`src/rtl/ram_arbiter.sv`:
```
// ram_arbiter: shares one RAM port among icache/dcache of two cores, dcache first.
// Define RAM_ARB_RR_EN for round-robin core tie-break; otherwise core 0 always wins ties.
module ram_arbiter #(
    parameter int WORD_W = 32
) (
    input  logic                   CLK,
    input  logic                   nRST,
    input  logic [1:0]             iREN,
    input  logic [1:0][WORD_W-1:0] iaddr,
    output logic [1:0]             iwait,
    output logic [1:0][WORD_W-1:0] iload,
    input  logic [1:0]             dREN,
    input  logic [1:0]             dWEN,
    input  logic [1:0][WORD_W-1:0] daddr,
    input  logic [1:0][WORD_W-1:0] dstore,
    output logic [1:0]             dwait,
    output logic [1:0][WORD_W-1:0] dload,
    output logic                   ramREN,
    output logic                   ramWEN,
    output logic [WORD_W-1:0]      ramaddr,
    output logic [WORD_W-1:0]      ramstore,
    input  logic [WORD_W-1:0]      ramload,
    input  logic                   ramready
);
    typedef enum logic {IDLE, GRANT} state_t;

    state_t     r_state;
    logic       r_cls;
    logic       r_core;
    logic [1:0] w_dp;
    logic [1:0] w_pend;
    logic       w_cls;
    logic       w_tie_core;
    logic       w_core;
    logic       w_en;
    logic       w_act;
    logic       w_done;

    assign w_dp   = dREN | dWEN;
    assign w_cls  = ~|w_dp;
    assign w_pend = w_cls ? iREN : w_dp;

`ifdef RAM_ARB_RR_EN
    logic r_last;
    assign w_tie_core = ~r_last;
    always_ff @(posedge CLK or negedge nRST) begin
        if (!nRST)
            r_last <= 1'b1;
        else if (w_done)
            r_last <= r_core;
    end
`else
    assign w_tie_core = 1'b0;
`endif

    assign w_core = &w_pend ? w_tie_core : w_pend[1];

    // r_cls: 0 = dcache, 1 = icache. Enables dropping mid-grant abort the access.
    assign w_en     = r_cls ? iREN[r_core] : (dREN[r_core] | dWEN[r_core]);
    assign w_act    = (r_state == GRANT) && w_en;
    assign ramWEN   = w_act && !r_cls && dWEN[r_core];
    assign ramREN   = w_act && !ramWEN;
    assign ramaddr  = w_act ? (r_cls ? iaddr[r_core] : daddr[r_core]) : '0;
    assign ramstore = (w_act && !r_cls) ? dstore[r_core] : '0;

    assign w_done = (r_state == GRANT) && ramready;
    assign iwait  = ~({2{w_done & r_cls}} & {r_core, ~r_core});
    assign dwait  = ~({2{w_done & ~r_cls}} & {r_core, ~r_core});
    assign iload  = {2{ramload}};
    assign dload  = {2{ramload}};

    always_ff @(posedge CLK or negedge nRST) begin
        if (!nRST) begin
            r_state <= IDLE;
            r_cls   <= 1'b0;
            r_core  <= 1'b0;
        end else if (r_state == IDLE) begin
            if (|w_pend) begin
                r_state <= GRANT;
                r_cls   <= w_cls;
                r_core  <= w_core;
            end
        end else if (ramready || !w_en) begin
            r_state <= IDLE;
        end
    end
endmodule

```
`config.mk`:
```
export PLATFORM = sky130hd
export DESIGN_NAME = ram_arbiter
export DESIGN_NICKNAME = d
export VERILOG_FILES = /design/src/rtl/ram_arbiter.sv
export SDC_FILE = /design/constraint.sdc
export NUM_CORES = 1
export LEC_CHECK = 0
export CORE_AREA = 5 5 164 166
export DETAILED_ROUTE_END_ITERATION = 7
export DIE_AREA = 0 0 169 171
export HOLD_SLACK_MARGIN = 0.02
export PLACE_DENSITY_LB_ADDON = 0.12
export SLEW_MARGIN = 20
export SYNTH_ARGS = -nofsm -noshare
export SYNTH_HDL_FRONTEND = slang
export SYNTH_SLANG_ARGS = --single-unit
export TNS_END_PERCENT = 1
```
`constraint.sdc`:
```
create_clock -name CLK -period 1.95 [get_ports CLK]
set_input_delay 0.2925 -clock CLK [delete_from_list [all_inputs] [get_ports CLK]]
set_output_delay 0.2925 -clock CLK [all_outputs]
set_load 0.01 [all_outputs]
```
==> impl_results.md, run 1 <==
- Fraction of post-synthesis cell area in the top cell type by area: 0.335
- Crit path capture: ramaddr[7]
- Endpoints failing setup: 63
- Main area contributors after synthesis: buf_4, mux4_2, nor3b_2
- Die footprint: 0.0289 sq mm
- Boundary Pins: around 430
- Latest clock arrival within the worst-skew pair: 220 ps
- Crit-path cells: mux4_2 -> buf_6 -> buf_12 -> nor3b_4 -> buf_2
- Cell type of the slowest stage on the worst timing path: mux4_2
- Area of the placeable core: 0.0255 sq mm
- Post-Place Cells: a little under 800
- YS warnings: 0
- Final routed wire length divided by cell count: 20.4 microns
- Flip-flop and latch count after synthesis: 3
- CP delay by family, top: multiplexers
- Class of the worst hold path: in2async
- Via count of the first global-routing pass: 3,217
- WP depth: 5
- Leakage Power: 2.01 nW
- Pwr per Cell Area: 1060 mW/mm^2
- Launching instance or port of the critical path: r_core$_DFFE_PN0P_
- Critical Path Max Stage Delay: between 500 and 600 ps
- Post-synthesis instance area: 0.00291 sq mm
- Maximum vdd drop: 0.388 mV
- Syn_nets: around 540
- Tcrit/Tclk final: 1.12
- Number of vias after detailed routing: 2,815
- Internal power contribution: between 3 and 4 mW
- Gate count of the mapped netlist: 310
- Layout area overhead: 75.0%
- TritonCTS buffer count: 3
- Die Y-Extent: around 170 microns
- Cell type contributing the most total cell area after synthesis: buf_4
- Post-Route WL: 16.2 mm
- Critical path startpoint category: flop
- Clock root cell: clkbuf_16
- Overall power after layout: roughly 5.4 mW
- Net Switching: about 2.4 mW
- # clock sinks: 3
- Sw frac: 0.444
- Fraction of synthesis flops using an asynchronous set or reset pin: 1.00
- Avg Cell Area, Syn: 9.40 sq um
- Post-synth EDFFs: 0
- Finished Core Util: 0.200
- Normalized max-slew margin: 0.828
- GRT Resource Usage Total: 0.104
- Starting density of the core: 0.114
- Count of input and output buffers: between 200 and 300
- Type of the setup path with the least slack: reg2out
- Placed wire-length estimate: between 10 and 15 mm
- Number of antenna-violating nets in the routed design: 0
- Count leader, synth: buf_4
- Part of the power in the clock network: 0.060
- Final net count: 695
- Crit Reg-Reg Startpoint: r_core$_DFFE_PN0P_
- Maximum fanout along the worst path: 11
- Largest net degree at the start of global routing: 31
- Number of antenna violations at the first check in global routing: 3
- Crit path buffers/inverters: 3
- Share of synthesized area occupied by flip-flops and latches: 0.0258
- Initial DRC Count: 70
- Main flop type after synthesis: dfrtp_1
- Run status: finished, violations left
- Endpoint class of the critical path: output port
- Arrival time of data at the critical path endpoint: 1890 ps
- Max Root-Sink Buffers: 2
- Clock slew at the register clock pins of the worst setup and hold paths: 30 ps
- Num rows: 59
- Flop2flop setup slack: 430 ps
- Routability-driven placement congestion ratio: roughly 0.8
- Horizontal extent of the die: about 170 microns
- Unrepaired setup endpoints after global routing: yes
- Share of post-route cells with drive strength above 1: 0.373
- Slew Viols, Final: 0
- Most instantiated cells after synthesis: buf_4, nor2_1, mux2i_1, mux4_2, nor3b_2
- Total congestion overflow: 0
- Min Tclk post-route: ~2200 ps
- Smallest setup slack after layout: -230 ps
- Number of different library cells in the post-synthesis netlist: 28
- Sequential share of power: 0.028
- Hold violation total from the final report: 0
- Number of standard cells in the layout, taps in and fillers out: approximately 800
- First-pass iteration count of the detailed router: 4
- Slew at the pin closest to its max-slew limit: 251 ps
- Avg Vias per Cell: 3.53
- Max Fclk: ~460 MHz
- Part of the power in combinational logic: 0.912
- End of the worst register-to-register path: r_state$_DFF_PN0_
- Maxcap violations: 0
- CTS tree: built
- DRC viols: 0
- Depth of the worst register-to-register path: 4
- CP required: 1660 ps
- Failing checks: setup timing
- Wire length of the first global-routing pass: 22.5 mm
- Worst hold-check slack: 253 ps
- H-tree Lvls: 1
- Worst setup skew after layout: 1.13 ps
[sequential cells by signal, indices dropped and copies added, names as in the netlist]
name	flops
r_core	1
r_cls	1
r_state	1
[power groups by stage]
stage	Combinational (mW)	Sequential, mW	Clock (mW)
floorplan	3.05	0.100	0
global placement	5.38	0.156	0
detailed placement	5.39	0.153	0
CTS	5.08	0.154	0.330
global route	5.38	0.157	0.337
finish	4.95	0.151	0.324
[worst min path at each step]
stage | start | to | slack, ps
after floorplan | nRST | r_cls$_DFFE_PN0P_ | -3
after global placement | nRST | r_state$_DFF_PN0_ | 490
after detailed placement | nRST | r_state$_DFF_PN0_ | 490
after CTS | nRST | r_state$_DFF_PN0_ | 250
after global routing | nRST | r_state$_DFF_PN0_ | 270
final | nRST | r_state$_DFF_PN0_ | 250
[layout make-up]
cell class	instances	area [sq um]
fillers	2831	20400
inverters	3	11.3
repair buffers	299	2750
flip-flops and latches	3	80.1
multi-input cells	152	1760
diodes	1	2.50
clock buffers	4	78.8
well taps	335	419
[metal layers]
metal / track usage / routed length, microns
met1: 0.113 / 5990
met2: 0.194 / 8150
met3: 0.0354 / 1840
met4: 0.0252 / 264
met5: 0 / 0
[cells by family after synthesis]
logic type	share of synthesized area
buffers and inverters	0.386
AND/OR/NAND/NOR	0.201
multiplexers	0.368
AO/OA/AOI/OAI	0.0185
flip-flops	0.0258
[worst reg2reg max path, cell delays in order (launching register included)]
cell,delay (ps)
dfrtp_4,450
mux4_2,560
buf_6,160
buf_16,150
o22ai_1,120
[per-stage QoR]
step	instance area (sq um)	setup slack, ps	setup TNS, ps
2_1_floorplan	2910	126	0
3_3_place_gp	5210	-798	-46850
3_5_place_dp	5210	-820	-48990
4_1_cts	5090	-242	-9720
5_1_grt	5100	-292	-12490
6_report	5100	-230	-8070
[layout by cell type (no fill, tap or decap)]
cell / Yosys / final
dlygate4sd2_1: 0 / 10
nor3_2: 1 / 1
o22a_1: 1 / 1
buf_2: 9 / 59
nand2b_1: 1 / 1
clkbuf_16: 0 / 3
nor4_1: 2 / 1
nor3b_4: 0 / 2
dfrtp_2: 0 / 1
nand2_1: 2 / 2
buf_16: 0 / 1
nor3_1: 1 / 1
nand4b_1: 1 / 1
nor4_2: 0 / 1
o22ai_1: 1 / 1
buf_6: 6 / 4
nor2_2: 0 / 4
or4_1: 1 / 1
dfrtp_1: 3 / 1
buf_4: 130 / 21
or3_1: 1 / 1
inv_2: 1 / 1
a2111o_1: 1 / 1
mux2i_1: 33 / 33
dfrtp_4: 0 / 1
nor3b_2: 28 / 30
inv_1: 2 / 2
a21oi_1: 2 / 2
mux4_2: 33 / 33
clkdlybuf4s50_1: 0 / 194
clkbuf_1: 6 / 1
clkdlybuf4s15_2: 0 / 1
buf_12: 0 / 9
o2bb2a_1: 1 / 1
nor2_1: 36 / 32
a21boi_0: 1 / 1
diode_2: 0 / 1
nand4_1: 1 / 1
[what timing repair did]
item	4_1_cts	5_1_grt
endpoints found under the setup margin	70	67
endpoints found under the hold margin	0	0
hold buffers	0	0
gates cloned	1	0
resized for setup	289	10
buffers inserted	3	0
pin swaps	7	1
No activity file was read; power rests on OpenSTA's default activity.
==> inputs of run 2 (changes only) <==
--- a/config.mk
+++ b/config.mk
@@ -10,7 +10,6 @@
 export DIE_AREA = 0 0 169 171
 export HOLD_SLACK_MARGIN = 0.02
 export PLACE_DENSITY_LB_ADDON = 0.12
-export SLEW_MARGIN = 20
 export SYNTH_ARGS = -nofsm -noshare
 export SYNTH_HDL_FRONTEND = slang
 export SYNTH_SLANG_ARGS = --single-unit
==> results of run 2 <==
Same layout as run 1: the final DEF is identical, and so are final timing and power.
==> inputs of run 3 (changes only) <==
==> constraint.sdc (replaced) <==
create_clock -name CLK -period 1.95 [get_ports CLK]
set_input_delay 0.195 -clock CLK [delete_from_list [all_inputs] [get_ports CLK]]
set_output_delay 0.195 -clock CLK [all_outputs]
set_load 0.01 [all_outputs]
==> run 3 against run 2 <==
  * Clock power is essentially flat
  * First-iteration DRC count is 4.3% lower
  * Clock-buffer cell count stayed put
  * Worst hold slack worse by 99 ps
  * Via count decreased by 0.14%
  * Clock skew hardly changed
  * The flow still finishes with violations (setup timing)
  * Core utilization down 0.16 points
  * Highest routed layer unchanged
  * Combinational power down 3%
  * Routed wire length decreased by 2.5%
  * Design area down 0.81%
  * Final cell count shrank 0.25%
  * Critical path depth is the same
==> impl_results.md, run 3 (synthesized netlist as in run 1, its figures left out) <==
- Area taken by flip-flops and latches: 80.1 sq um (unchanged)
- Min Tclk post-route: 2080 ps (was 2180 ps)
- Type of the setup path with the least slack: reg2out (unchanged)
- Largest net degree at the start of global routing: 36 (was 31)
- Slew at the pin closest to its max-slew limit: 251 ps (about the same)
- Hold buffer count at cts: 0 (unchanged)
- Final net count: 692 (was 695)
- Die Y-Extent: 171 microns (unchanged)
- Arrival time of data at the critical path endpoint: 1880 ps (was 1890 ps)
- Boundary Pins: 431 (unchanged)
- Latest clock arrival within the worst-skew pair: 220 ps (about the same)
- Horizontal extent of the die: 169 microns (unchanged)
- Post-placement cell area: 0.00521 sq mm (about the same)
- Placed wire-length estimate: 14.0 mm (was 14.2 mm)
- Endpoints failing setup: 46 (was 63)
- Failing checks: setup timing (unchanged)
- Pwr per Cell Area: 1050 mW/mm^2 (was 1060 mW/mm^2)
- Max Root-Sink Buffers: 2 (unchanged)
- Die footprint: 0.0289 sq mm (unchanged)
- Number of vias after detailed routing: 2,811 (was 2,815)
- Share of post-route cells with drive strength above 1: 0.365 (was 0.373)
- Worst setup skew after layout: 0.805 ps (was 1.13 ps)
- Commonest non-fill, non-tap cells in the layout: clkdlybuf4s50_1, buf_2, mux2i_1, mux4_2, nor2_1 (unchanged)
- # clock sinks: 3 (unchanged)
- Number of antenna-violating nets in the routed design: 0 (unchanged)
- Final routed wire length divided by cell count: 19.9 microns (was 20.4 microns)
- Number of antenna violations at the first check in global routing: 4 (was 3)
- Max Fclk: 482 MHz (was 459 MHz)
- Maxcap violations: 0 (unchanged)
- H-tree Lvls: 1 (unchanged)
- Area of the placeable core: 0.0255 sq mm (unchanged)
- Finished Core Util: 0.199 (was 0.200)
- Multi-input logic area: 0.00175 sq mm (was 0.00176 sq mm)
- Avg Vias per Cell: 3.54 (was 3.53)
- Unrepaired setup endpoints after global routing: yes (unchanged)
- Starting density of the core: 0.114 (unchanged)
- Registers with the most flip-flops: r_cls x1, r_core x1, r_state x1 (unchanged)
- Initial DRC Count: 67 (was 70)
- Routability-driven placement congestion ratio: 0.785 (was 0.786)
- Filler cells: 2,848 (was 2,831)
- Clock slew at the register clock pins of the worst setup and hold paths: 30 ps (about the same)
- Normalized max-slew margin: 0.828 (about the same)
- Tcrit/Tclk final: 1.06 (was 1.12)
- Clock root cell: clkbuf_16 (unchanged)
- CP required: 1750 ps (was 1660 ps)
- GRT Resource Usage Total: 0.100 (was 0.104)
- Run status: finished, violations left (unchanged)
- Endpoint class of the critical path: output port (unchanged)
- Leakage Power: 1.98 nW (was 2.01 nW)
- CTS tree: built (unchanged)
- Final design area excluding fillers: 0.00506 sq mm (was 0.00510 sq mm)
- Maximum vdd drop: 0.348 mV (was 0.388 mV)
- Num rows: 59 (unchanged)
- DRC viols: 0 (unchanged)
- Slew Viols, Final: 0 (unchanged)
- Total congestion overflow: 0 (unchanged)
- Smallest setup slack after layout: -126 ps (was -230 ps)
- TritonCTS buffer count: 3 (unchanged)
- Class of the worst hold path: in2async (unchanged)
- Hold violation total from the final report: 0 (unchanged)
- Maximum fanout along the worst path: 22 (was 11)
- Layout area overhead: 73.6% (was 75.0%)
- Critical path startpoint category: flop (unchanged)
- Count of input and output buffers: 270 (unchanged)
- Worst hold-check slack: 153 ps (was 253 ps)
- Via count of the first global-routing pass: 3,032 (was 3,217)
- First-pass iteration count of the detailed router: 4 (unchanged)
- Post-Route WL: 15.8 mm (was 16.2 mm)
- Most common cell after layout, fill and taps aside: clkdlybuf4s50_1 (unchanged)
- Wire length of the first global-routing pass: 21.9 mm (was 22.5 mm)
-- run 3: cell types whose count changed in the layout (fill, tap and decap cells not counted), sizes merged --
cell and change:
dlymetal6s2s +1, diode +1, buf -4
-- run 3: layer usage --
layer | GRT usage | wire, microns
met5 | 0 | 0
met1 | 0.112 | 5990
met2 | 0.183 | 7800
met4 | 0.0277 | 319
met3 | 0.0314 | 1730
-- run 3: final timing paths --
check,startpoint,to,slack (ps),cells after the start
worst max-delay path,r_core$_DFFE_PN0P_,ramaddr[7],-130,5
worst max register to register,r_core$_DFFE_PN0P_,r_state$_DFF_PN0_,460,4
worst min register to register,r_state$_DFF_PN0_,r_state$_DFF_PN0_,700,2
worst min-delay path,nRST,r_state$_DFF_PN0_,150,1
min in group CLK,ramload[10],iload[10],390,0
max in group asynchronous,nRST,r_core$_DFFE_PN0P_,1640,1
-- run 3: critical path, cell delays in order, from the launching register on --
cell	delay [ps]
dfrtp_4	450
mux4_2	530
buf_6	140
buf_12	160
nor3b_4	200
buf_2	160
-- run 3: final cells by class --
class / count / share of cell area
Inverter: 3 / 0.00223
Multi-Input combinational cell: 152 / 0.345
Timing Repair Buffer: 296 / 0.537
Antenna cell: 2 / 0.000989
Tap cell: 335 / 0.0829
Sequential cell: 3 / 0.0158
Clock buffer: 4 / 0.0156
-- run 3: timing repair --
item	4_1_cts	5_1_grt
gates cloned	0	0
pin swaps	8	0
resized for setup	284	10
endpoints found under the setup margin	70	56
buffers inserted	2	0
-- run 3: report_power, final --
part	internal, mW	total, mW	switching, mW
registers	0.103	0.154	0.0516
logic	2.57	4.82	2.25
clock network	0.270	0.324	0.0545
total	2.94	5.30	2.36
-- run 3: stage by stage --
step	total power [mW]	setup TNS [ps]	cells	setup WS [ps]
2_1_floorplan	3.15	0	310	224
3_3_place_gp	5.51	-33160	787	-589
3_5_place_dp	5.50	-34030	787	-611
4_1_cts	5.42	-3260	793	-133
5_1_grt	5.71	-6150	795	-210
6_report	5.30	-2580	795	-126
